### src/rtl/rr_arbiter_ctrl.sv
// Four-requester round-robin arbiter with a bounded hold time, a forced-release
// timeout pulse and a mandatory one-cycle gap between grants.
module rr_arbiter_ctrl #(
    parameter int unsigned MAX_HOLD = 16
) (
    input  logic       clk,
    input  logic       rst_,
    input  logic [3:0] req,
    input  logic [3:0] done,
    output logic [3:0] gnt,
    output logic [1:0] gnt_id,
    output logic       busy,
    output logic       timeout,
    output logic [1:0] timeout_id
);

    typedef enum logic [1:0] {
        IDLE  = 2'd0,
        GRANT = 2'd1,
        GAP   = 2'd2
    } state_t;

    state_t     state, state_nxt;
    logic [1:0] ptr, ptr_nxt;
    logic [7:0] hold_cnt, hold_cnt_nxt;
    logic [3:0] gnt_nxt;
    logic [1:0] gnt_id_nxt;
    logic       busy_nxt;
    logic       timeout_nxt;
    logic [1:0] timeout_id_nxt;

    logic       found;
    logic [1:0] winner;
    logic       cur_done;
    logic       cur_req;
    logic       hold_last;
    logic       release_now;
    logic       forced;

    // Search upward from ptr, wrapping 3 -> 0; first requester found wins.
    always_comb begin : pick
        logic [1:0] idx;
        found  = 1'b0;
        winner = ptr;
        idx    = ptr;
        for (int i = 0; i < 4; i++) begin
            idx = ptr + 2'(i);
            if (!found && req[idx]) begin
                found  = 1'b1;
                winner = idx;
            end
        end
    end

    assign cur_done    = done[gnt_id];
    assign cur_req     = req[gnt_id];
    assign hold_last   = (hold_cnt == 8'(MAX_HOLD - 1));
    assign release_now = cur_done || !cur_req || hold_last;
    // Timeout only when the hold limit is the sole reason for the release.
    assign forced      = hold_last && !cur_done && cur_req;

    always_ff @(posedge clk) begin
        if (rst_) begin
            state      <= IDLE;
            ptr        <= 2'd0;
            hold_cnt   <= 8'd0;
            gnt        <= 4'd0;
            gnt_id     <= 2'd0;
            busy       <= 1'b0;
            timeout    <= 1'b0;
            timeout_id <= 2'd0;
        end else begin
            state      <= state_nxt;
            ptr        <= ptr_nxt;
            hold_cnt   <= hold_cnt_nxt;
            gnt        <= gnt_nxt;
            gnt_id     <= gnt_id_nxt;
            busy       <= busy_nxt;
            timeout    <= timeout_nxt;
            timeout_id <= timeout_id_nxt;
        end
    end

    always_comb begin
        state_nxt = state;
        case (state)
            IDLE:    if (found) state_nxt = GRANT;
            GRANT:   if (release_now) state_nxt = GAP;
            GAP:     state_nxt = IDLE;
            default: state_nxt = IDLE;
        endcase
    end

    always_comb begin
        ptr_nxt        = ptr;
        hold_cnt_nxt   = hold_cnt;
        gnt_nxt        = gnt;
        gnt_id_nxt     = gnt_id;
        busy_nxt       = busy;
        timeout_nxt    = 1'b0;
        timeout_id_nxt = timeout_id;
        case (state)
            IDLE: begin
                if (found) begin
                    gnt_nxt      = 4'b0001 << winner;
                    gnt_id_nxt   = winner;
                    busy_nxt     = 1'b1;
                    hold_cnt_nxt = 8'd0;
                    ptr_nxt      = winner + 2'd1;
                end else begin
                    gnt_nxt  = 4'd0;
                    busy_nxt = 1'b0;
                end
            end
            GRANT: begin
                hold_cnt_nxt = hold_cnt + 8'd1;
                if (release_now) begin
                    gnt_nxt  = 4'd0;
                    busy_nxt = 1'b0;
                    if (forced) begin
                        timeout_nxt    = 1'b1;
                        timeout_id_nxt = gnt_id;
                    end
                end
            end
            default: begin
                gnt_nxt  = 4'd0;
                busy_nxt = 1'b0;
            end
        endcase
    end

endmodule

### config.mk
export PLATFORM = sky130hd
export DESIGN_NAME = rr_arbiter_ctrl
export DESIGN_NICKNAME = d
export VERILOG_FILES = /design/src/rtl/rr_arbiter_ctrl.sv
export SDC_FILE = /design/constraint.sdc
export NUM_CORES = 1
export LEC_CHECK = 0
export ABC_AREA = 1
export ABC_CLOCK_PERIOD_IN_PS = 4950
export BUFFER_PORTS_ARGS = -buffer_cell sky130_fd_sc_hd__clkbuf_2
export CAP_MARGIN = 20
export CORE_MARGIN = 8
export CORE_UTILIZATION = 46
export DETAILED_ROUTE_END_ITERATION = 16
export PLACE_DENSITY = 0.67
export SLEW_MARGIN = 15
export SYNTH_ARGS = -nofsm -noshare
export SYNTH_HDL_FRONTEND = slang
export SYNTH_SLANG_ARGS = --single-unit
### constraint.sdc
create_clock -name clk -period 4.95 [get_ports clk]
set_input_delay 0.99 -clock clk [delete_from_list [all_inputs] [get_ports clk]]
set_output_delay 0.99 -clock clk [all_outputs]
set_load 0.02 [all_outputs]
## Word-level counts from Yosys, hierarchy flattened

Cells that the tools add are included.

| word-level totals | value |
|---|---|
| RAM bits | 0 |
| bits in latches | 0 |
| output and inout bits | 10 |
| memory bits (read-only) | 0 |
| word-level logic and storage cells | 75 |
| flip-flop bits (word level) | 22 |
| input port bits | 10 |
| memories | 0 |

| operators by class | value |
|---|---|
| shift operators | 1 |
| $add $sub $neg | 5 |
| bitwise gates (word level) | 2 |
| multiply operators | 0 |
| reduce and logical (&&, ||, !) cells | 19 |
| mux-type cells | 31 |
| divide/modulo/power cells | 0 |
| order comparisons | 5 |
| eq/ne operators | 4 |

Operators with widths:

| operator | count |
|---|---|
| case mux 8 bit (2 select lines) | 1 |
| < comparator 2 x 3 -> 1 bit, second input constant | 5 |
| two-way mux 1 bit | 13 |
| binary-select mux 1 bit (select 2 bit) | 6 |
| two-way mux 2 bit | 5 |
| adder 8 x 1 -> 8 bit, second input constant | 1 |
| == test 8 x 4 -> 1 bit, second input constant | 1 |
| two-way mux 4 bit | 2 |
| two-way mux 8 bit | 1 |
| case mux 4 bit (2 select lines) | 1 |
| AND reduction 2 bit | 3 |
| logical AND 1 bit | 5 |
| logical NOT 1 bit | 5 |
| adder 2 x 1 -> 2 bit, second input constant | 2 |
| adder 2 bit, second input constant | 2 |
| inequality test 2 bit, second input constant | 2 |
| case mux 2 bit (2 select lines) | 1 |
| << shifter 1 x 2 -> 4 bit, first input constant | 1 |
| AND reduction 3 bit | 1 |
| OR reduction 3 bit | 1 |
| == test 2 x 1 -> 1 bit, second input constant | 1 |
| logical NOT 2 bit | 1 |
| logical OR 1 bit | 2 |
| inverter 1 bit | 2 |
| other kinds (2) | 2 |

## Depth between registers and ports, before layout

Gate-level depths: netlist of run 1.

| depth | value |
|---|---|
| word-level depth | 15 |
| gate-level depth with buffers | 16 |
| gate-level depth less buffers | 15 |

## Worst setup path before layout of run 1

No wires, ideal clock.

| path | value |
|---|---|
| kind | input to register |
| start | input req[3] |
| end | register ptr[1] |
| setup time | 0.119 ns |
| arrival | 2.152 ns |
| buffers on the path | 0 |
| path slack | 2.680 ns |
| cell stages on the path | 11 |
| data required time | 4.831 ns |
| cells stage by stage | nand2_1 > nand3_1 > nand2_1 > inv_1 > nor2_8 > nand4_1 > nand2_1 > inv_1 > ha_1 > o21ai_1 > a21oi_1 |

| between the ends | value |
|---|---|
| word-level cells in the longest chain between the ends | 13 |
| elaborated cells between the ends (all ways) | 23 |
| classes of those cells | 1 x add/sub; 15 x mux; 7 x reduce/logical |

RTL lines:

| what | line | text |
|---|---|---|
| start: declaration | 8 | `input logic [3:0] req,` |
| binary-select mux 1 bit (select 2 bit) | 48 | `if (!found && req[idx]) begin` |
| two-way mux 1 bit (implied by the code) | 48 |  |
| two-way mux 1 bit | 48 |  |
| logical NOT 1 bit | 48 |  |
| logical AND 1 bit | 48 |  |
| two-way mux 1 bit | 48 |  |
| logical NOT 1 bit | 48 |  |
| logical AND 1 bit | 48 |  |
| two-way mux 1 bit | 48 |  |
| logical NOT 1 bit | 48 |  |
| logical AND 1 bit | 48 |  |
| two-way mux 2 bit (*) | 48 |  |
| via winner[0] | 33 | `logic [1:0] winner;` |
| adder 2 x 1 -> 2 bit (*) | 109 | `ptr_nxt = winner + 2'd1;` |
| end signal: assignment | 74 | `ptr <= ptr_nxt;` |
| end: declaration | 24 | `logic [1:0] ptr, ptr_nxt;` |

Mark *: on every way through the listed nets, which the timed path passes. The rest lies on a longest branch. The select of a mux whose other input is x is not followed.
A chain may end at the register's enable or synchronous reset.

## Worst setup path after layout of run 1

Ends and elaborated chain as after synthesis.

==> reports/metrics.csv, run 1 <==
metric,value,unit
clock insertion delay at the later pin of the skew report,0.30,ns
fillcell total,271,
"area leader, netlist",dfxtp_1,
post-synthesis cell count,189,
CP startpoint,req[3],
total of max-cap violations,0,
final worst path period share,0.4479,
top area cells in the synthesized netlist,"dfxtp_1 35%, nand2_1 16%, nand3_1 7.5%",
# rows,19,
Yosys reg bits,22,
routed length per instance,11.29,um
Fin Clk Skew,0.005810,ns
status,"complete, no violations",
Post-CTS Resized,0,
maximum VDD drop,0.3219,mV
DRC violations left,0,
GR peak layer,met2,
post-synth top area share,0.3492,
total CTS buffers,3,
actual slew at the worst max-slew pin,0.4699,ns
met3 Use GR,0.02455,
crit end category,flip-flop,
Finished Core Util,0.5231,
H-tree levels,1,
clock edge transition at the registers on the reported setup and hold paths,0.11,ns
Leakage Power,0.6514,nW
Seq. cell area,440.4,um2
first-pass GRT wire length,4.795,mm
io pins,20,
Max Fclk,0.4510,GHz
main combinational cell family by area after synthesis,simple AND/OR/NAND/NOR gates,
post-synthesis net count,204,
Nets,225,
WS Path Type,in -> reg,
Finished Layout Cells,240,
GRT Resource Usage Total,0.1288,
worst rel slew slack,0.6856,
met2 GRT Util,0.2098,
number of diodes,0,
Synth Area in Compound Gates,0.1230,
cell area after layout,0.001405,mm2
CTS root buf,clkbuf_4,
Fin Setup TNS,0,ns
Period minus WS final,2.217,ns
via count,1233,
antenna-violating nets left,0,
power density cells,553.3,mW/mm2
synthesized cell area,0.001261,mm2
"Hold Vio Cnt, Final",0,
Placed Cells,236,
GPL Wtd Cong,0.8584,
1st-iter DRT viols,78,
Startpoint Class,primary input,
required time of the critical path,5.14,ns
Slew Limit Fails,0,
Die Area,0.004673,mm2
largest net degree at the start of global routing,16,
placed inst area,0.001369,mm2
Chip Width,68.36,um
reg-to-reg startpoint,ptr[0],
Crit path arrival time,2.41,ns
Post-Route WL,2.710,mm
drt via density,5.138,
HP Class,reg -> reg,
simple logic cell fraction of the synthesized area,0.3899,
worst-path maximum fanout,6,
hold buffers post-CTS,0,
post-CTS setup buffers,0,
CTS tree,built,
library cells used by synthesis,25,
Initial DRT Pass Iterations,4,
hold path cells,2,
Final setup viols,0,
Syn Area/Cell,6.673,um2
clk sinks,22,
number of global-route vias before repair,1165,
Multi-input gate area,709.4,um2
Adder-Cell Fraction of Synth Area,0.04960,
M1 GR Usage,0.1630,
RSZ-0062 raised after global routing,no,
total congestion overflow,0,
area grow syn2layout,11.41,%
Worst Reg-to-Reg Cells,12,
die height,68.36,um
post-synthesis mux area share,0,
total core area,0.002686,mm2
xor/xnor cell area share of the yosys netlist,0,
"Seq/Total Area, Yosys",0.3492,
initial core utilization,0.4695,
IO buf count,19,
Synth warnings,0,
initial antenna violation count,0,
share of cells above drive strength 1,0.1722,
HPWL Detailed,2.182,mm
HP Start,gnt[0],
clock buffer depth,2,
sequential cells by signal, indices dropped and copies added (netlist names):
signal,cells
busy,1
gnt,4
gnt_id,2
hold_cnt,8
ptr,2
state,2
timeout,1
timeout_id,2
worst max-delay path, cell delays in order:
cell	delay (ns)
clkbuf_2	0.10
nand2_1	0.07
nand3_1	0.08
nand2_1	0.13
inv_1	0.11
nor2_8	0.12
nand4_1	0.10
nand2_1	0.16
inv_1	0.08
ha_1	0.29
o21ai_1	0.12
a21oi_1	0.05
path summary, 6_finish.rpt:
path / endpoint / slack, ns
hold / removal: gnt[0] / 0.47
hold reg to reg: gnt[0] / 0.47
setup reg to reg: ptr[1] / 2.86
setup / recovery: ptr[1] / 2.73
layer usage:
| metal | wire length [um] | vias up |
|---|---|---|
| met5 | 0 | - |
| met2 | 1182 | 23 |
| met4 | 54 | 0 |
| met3 | 132 | 6 |
| li1 | - | 655 |
| met1 | 1340 | 549 |
metrics by stage:
step                total power [W]  worst slack [ns]  hold slack, ns
floorplan                 0.0006043             2.680          0.4567
global placement          0.0006788             2.491          0.4504
detailed placement        0.0006881             2.417          0.4575
CTS                       0.0007877             2.758          0.4744
global route              0.0008618             2.564          0.4873
finish                    0.0007775             2.733          0.4709
cells by family after synthesis:
group           count (synthesis)
simple gates                  107
compound gates                 30
buf+inv                        25
flops                          22
fa+ha+maj                       5
synth_stat cells:
library cell	number
nand2_1	54
dfxtp_1	22
nand3_1	19
inv_1	18
a21oi_1	17
nor2_1	15
o21ai_0	8
ha_1	5
nand2_2	5
nand4_1	4
nor3_1	3
o21ai_1	3
buf_6	2
inv_2	2
o211ai_1	2
and2_1	1
clkbuf_1	1
clkinv_1	1
inv_4	1
nand2_4	1
nand3_2	1
nor2_2	1
nor2_8	1
nor4_1	1
or2_2	1
cell usage in the layout, fill, tap and decap left out, types with 2 or more instances in the layout:
| cell type | count |
|---|---|
| nand3_1 | 19 |
| clkbuf_2 | 19 |
| nand2_2 | 5 |
| clkbuf_4 | 3 |
| ha_1 | 5 |
| o21ai_0 | 8 |
| a21oi_1 | 17 |
| nor2_1 | 15 |
| inv_2 | 2 |
| nand4_1 | 4 |
| inv_1 | 18 |
| nand2_1 | 54 |
| o21ai_1 | 3 |
| o211ai_1 | 2 |
| dfxtp_1 | 22 |
| nor3_1 | 3 |
area by class of cell:
type,instances,area share
Timing Repair Buffer,19,0.06768
Multi-Input combinational cell,142,0.5049
Clock buffer,4,0.02582
Tap cell,31,0.02760
Inverter,22,0.06055
Sequential cell,22,0.3134
where the power goes:
group	total, W	internal, W	switching (W)
Combinational	0.000430	0.000134	0.000295
Clock	0.0000961	0.0000448	0.0000513
Sequential	0.000252	0.000217	0.0000349
Power figures use the tool's default switching activity.
==> run 2: changes to the inputs <==
--- a/config.mk
+++ b/config.mk
@@ -5,14 +5,14 @@
 export SDC_FILE = /design/constraint.sdc
 export NUM_CORES = 1
 export LEC_CHECK = 0
-export ABC_AREA = 1
-export ABC_CLOCK_PERIOD_IN_PS = 4950
+export ABC_AREA = 0
+export ABC_CLOCK_PERIOD_IN_PS = 1960
 export BUFFER_PORTS_ARGS = -buffer_cell sky130_fd_sc_hd__clkbuf_2
 export CAP_MARGIN = 20
 export CORE_MARGIN = 8
 export CORE_UTILIZATION = 46
 export DETAILED_ROUTE_END_ITERATION = 16
-export PLACE_DENSITY = 0.67
+export PLACE_DENSITY = 0.71
 export SLEW_MARGIN = 15
 export SYNTH_ARGS = -nofsm -noshare
 export SYNTH_HDL_FRONTEND = slang
==> constraint.sdc (replaced) <==
create_clock -name clk -period 1.96 [get_ports clk]
set_input_delay 0.392 -clock clk [delete_from_list [all_inputs] [get_ports clk]]
set_output_delay 0.392 -clock clk [all_outputs]
set_load 0.02 [all_outputs]
==> run 2 against run 1 <==
Critical path depth shrank 9. Combinational power shrank 29%. Hold slack got worse by 0.0094 ns. Synthesized area down 14%. Flip-flop and latch count unchanged. Largest cell class unchanged. Global-route usage decreased by 1.3 points. Worst setup slack got worse by 2.5 ns. Register-to-register slack got worse by 2.6 ns. Power rose by 52%. Synthesized cell count is 37% lower. Die area shrank 11%.
==> reports/metrics.csv, run 2 <==
metric,value,unit,change
total CTS buffers,3,,unchanged
worst rel slew slack,0.6636,,-0.02200
max reg flops,8,,unchanged
WP buf/inv,0,,-3
via count,938,,-24%
"Seq/Total Area, Yosys",0.4051,,+0.05586
GPL Wtd Cong,0.8217,,-4.3%
HPWL Detailed,1.761,mm,-19%
area grow syn2layout,18.53,%,
number of diodes,0,,unchanged
largest registers,"hold_cnt: 8 flops, gnt: 4 flops",,
Syn Area/Cell,9.061,um2,+36%
slowest cell on the critical path,mux4_2,,
R2R setup slack,0.23,ns,-2.63 ns
CP startpoint,gnt_id[0],,
post-synth top area share,0.4051,,+0.05586
# rows,17,,-2
post-synthesis cell count,120,,-37%
"Cell Chain, Critical Path",mux4_2 -> a2111oi_4 -> a22o_1,,
RSZ-0062 raised after global routing,no,,
total congestion overflow,0,,unchanged
Placed Cells,168,,-29%
Post-Route WL,2.263,mm,-16%
io pins,20,,unchanged
initial core utilization,0.4868,,+0.01734
Leakage Power,0.5516,nW,-15%
HP Class,reg -> reg,,
clock buffer depth,2,,unchanged
actual slew at the worst max-slew pin,0.5019,ns,+0.03200 ns
"commonest non-fill, non-tap cells in the layout","22 x dfxtp_1, 19 x clkbuf_2, 11 x nor2_1",,
total core area,0.002233,mm2,-17%
CP max stage delay,0.58,ns,+0.29 ns
CTS tree,built,,
Fin Clk Skew,0.002764,ns,-0.003045 ns
clock edge transition at the registers on the reported setup and hold paths,0.12,ns,about the same
synthesized cell area,0.001087,mm2,-14%
H-tree levels,1,,unchanged
total of max-cap violations,0,,unchanged
HP Start,busy,,
share of cells above drive strength 1,0.2431,,+0.07081
status,"complete, no violations",,
Crit path arrival time,1.99,ns,-0.42 ns
reg-to-reg startpoint,gnt_id[0],,
clk sinks,22,,unchanged
hold path cells,1,,-1
Worst Reg-to-Reg Cells,3,,-9
Final setup viols,0,,unchanged
Die Area,0.004175,mm2,-11%
largest net degree at the start of global routing,16,,unchanged
top area cells in the synthesized netlist,"dfxtp_1 41%, ha_1 5.8%, a21oi_1 4.1%",,
CP top delay family,compound AO/OA/AOI/OAI gates,,
Pwr Total,0.001185,W,+52%
crit end category,flip-flop,,
Post-CTS Resized,0,,unchanged
placed inst area,0.001236,mm2,-9.7%
critical path depth in cells,3,,-9
antenna-violating nets left,0,,unchanged
initial antenna violation count,0,,unchanged
ys async rst share,0,,unchanged
Startpoint Class,flip-flop,,
post-synthesis net count,135,,-34%
reg-to-reg endpoint,gnt[2],,
CTS root buf,clkbuf_4,,
cell area after layout,0.001289,mm2,-8.3%
"Top FF cell, synth",dfxtp_1,,
"commonest non-fill, non-tap cell in the layout",dfxtp_1,,
Yosys reg bits,22,,unchanged
clock insertion delay at the later pin of the skew report,0.31,ns,about the same
Slew Limit Fails,0,,unchanged
drt via density,5.453,,+6.2%
Critical path destination,gnt[2],,
GRT Resource Usage Total,0.1157,,-0.01306
Fin Setup TNS,0,ns,unchanged
first-pass GRT wire length,3.953,mm,-18%
post-CTS setup buffers,0,,unchanged
most frequent cells after synthesis,"22 x dfxtp_1, 11 x nor2_1, 9 x a21oi_1, 7 x nor3_1, 7 x o21ai_0",,
power density cells,919.1,mW/mm2,+66%
"area leader, netlist",dfxtp_1,,
Nets,160,,-29%
"EDFF count, synth",0,,unchanged
maximum VDD drop,0.4885,mV,+52%
required time of the critical path,2.21,ns,-2.93 ns
Initial DRT Pass Iterations,4,,unchanged
"Hold Vio Cnt, Final",0,,unchanged
die height,64.62,um,-5.5%
number of global-route vias before repair,920,,-21%
library cells used by synthesis,34,,+36%
most frequent cell after synthesis,dfxtp_1,,
Period minus WS final,1.732,ns,
1st-iter DRT viols,42,,-46%
routed length per instance,13.16,um,+17%
DRC violations left,0,,unchanged
WS Path Type,reg -> reg,,
final worst path period share,0.8838,,
hold buffers post-CTS,0,,unchanged
Top reg by flops,hold_cnt,,
Chip Width,64.62,um,-5.5%
worst-path maximum fanout,6,,unchanged
Finished Layout Cells,172,,-28%
Synth warnings,0,,unchanged
IO buf count,19,,unchanged
Max Fclk,0.5773,GHz,
run 2: cell types whose count changed in the layout (fill, tap and decap cells not counted), sizes merged, moves of 5 or more:
cell and change:
a21oi -8, inv -17, nand2 -54, nand2b +6
nand3 -17, nor2 -6, nor3 +5
run 2: final cells by class:
type,count,area [um2]
clock buffer,3,22.52
clock inverter,1,30.03
fill,215,944.7
inverter,4,15.01
multi-input combinational,91,620.6
sequential,22,440.4
tap,28,35.03
timing repair buffer,23,125.1
run 2: cell families after synthesis:
family | share of synthesized area
buf+inv | 0.02416
xor+xnor | 0.008057
compound gates | 0.2083
flops | 0.4051
simple gates | 0.2486
mux | 0.04833
fa+ha+maj | 0.05754
run 2: worst reg2reg max path, stage by stage, from the launching register on:
cell and delay [ns]:
dfxtp_1 0.40, mux4_2 0.58, a2111oi_4 0.47, a22o_1 0.22
run 2: report_power, final:
part	internal [W]	switching [W]
clock	0.000207	0.000138
combinational	0.000131	0.000174
sequential	0.000493	0.0000422
total	0.000831	0.000354
run 2: per-layer routing:
metal / part of all wire / wire [um] / global-route usage / vias to the layer above
li1: - / - / - / 485
met1: 0.44 / 1007 / 0.1259 / 434
met2: 0.52 / 1166 / 0.2037 / 15
met3: 0.026 / 59 / 0.02062 / 4
met4: 0.013 / 29 / 0.07084 / 0
met5: 0 / 0 / 0 / -
run 2: worst min-delay path by stage:
| stage | to | slack (ns) |
|---|---|---|
| final | busy | 0.46 |
| after CTS | busy | 0.47 |
| after global placement | busy | 0.44 |
| after floorplan | hold_cnt[0] | 0.46 |
| after detailed placement | busy | 0.44 |
| after global routing | busy | 0.49 |
run 2: metrics by stage:
| stage | hold slack [ns] | util | setup slack, ns |
|---|---|---|---|
| finish | 0.4615 | 0.5770 | 0.2277 |
| global route | 0.4950 | 0.5770 | 0.1193 |
| floorplan | 0.4578 | - | 0.3015 |
| global placement | 0.4356 | 0.5535 | 0.1215 |
| detailed placement | 0.4383 | 0.5535 | 0.05879 |
| CTS | 0.4682 | 0.5770 | 0.2227 |
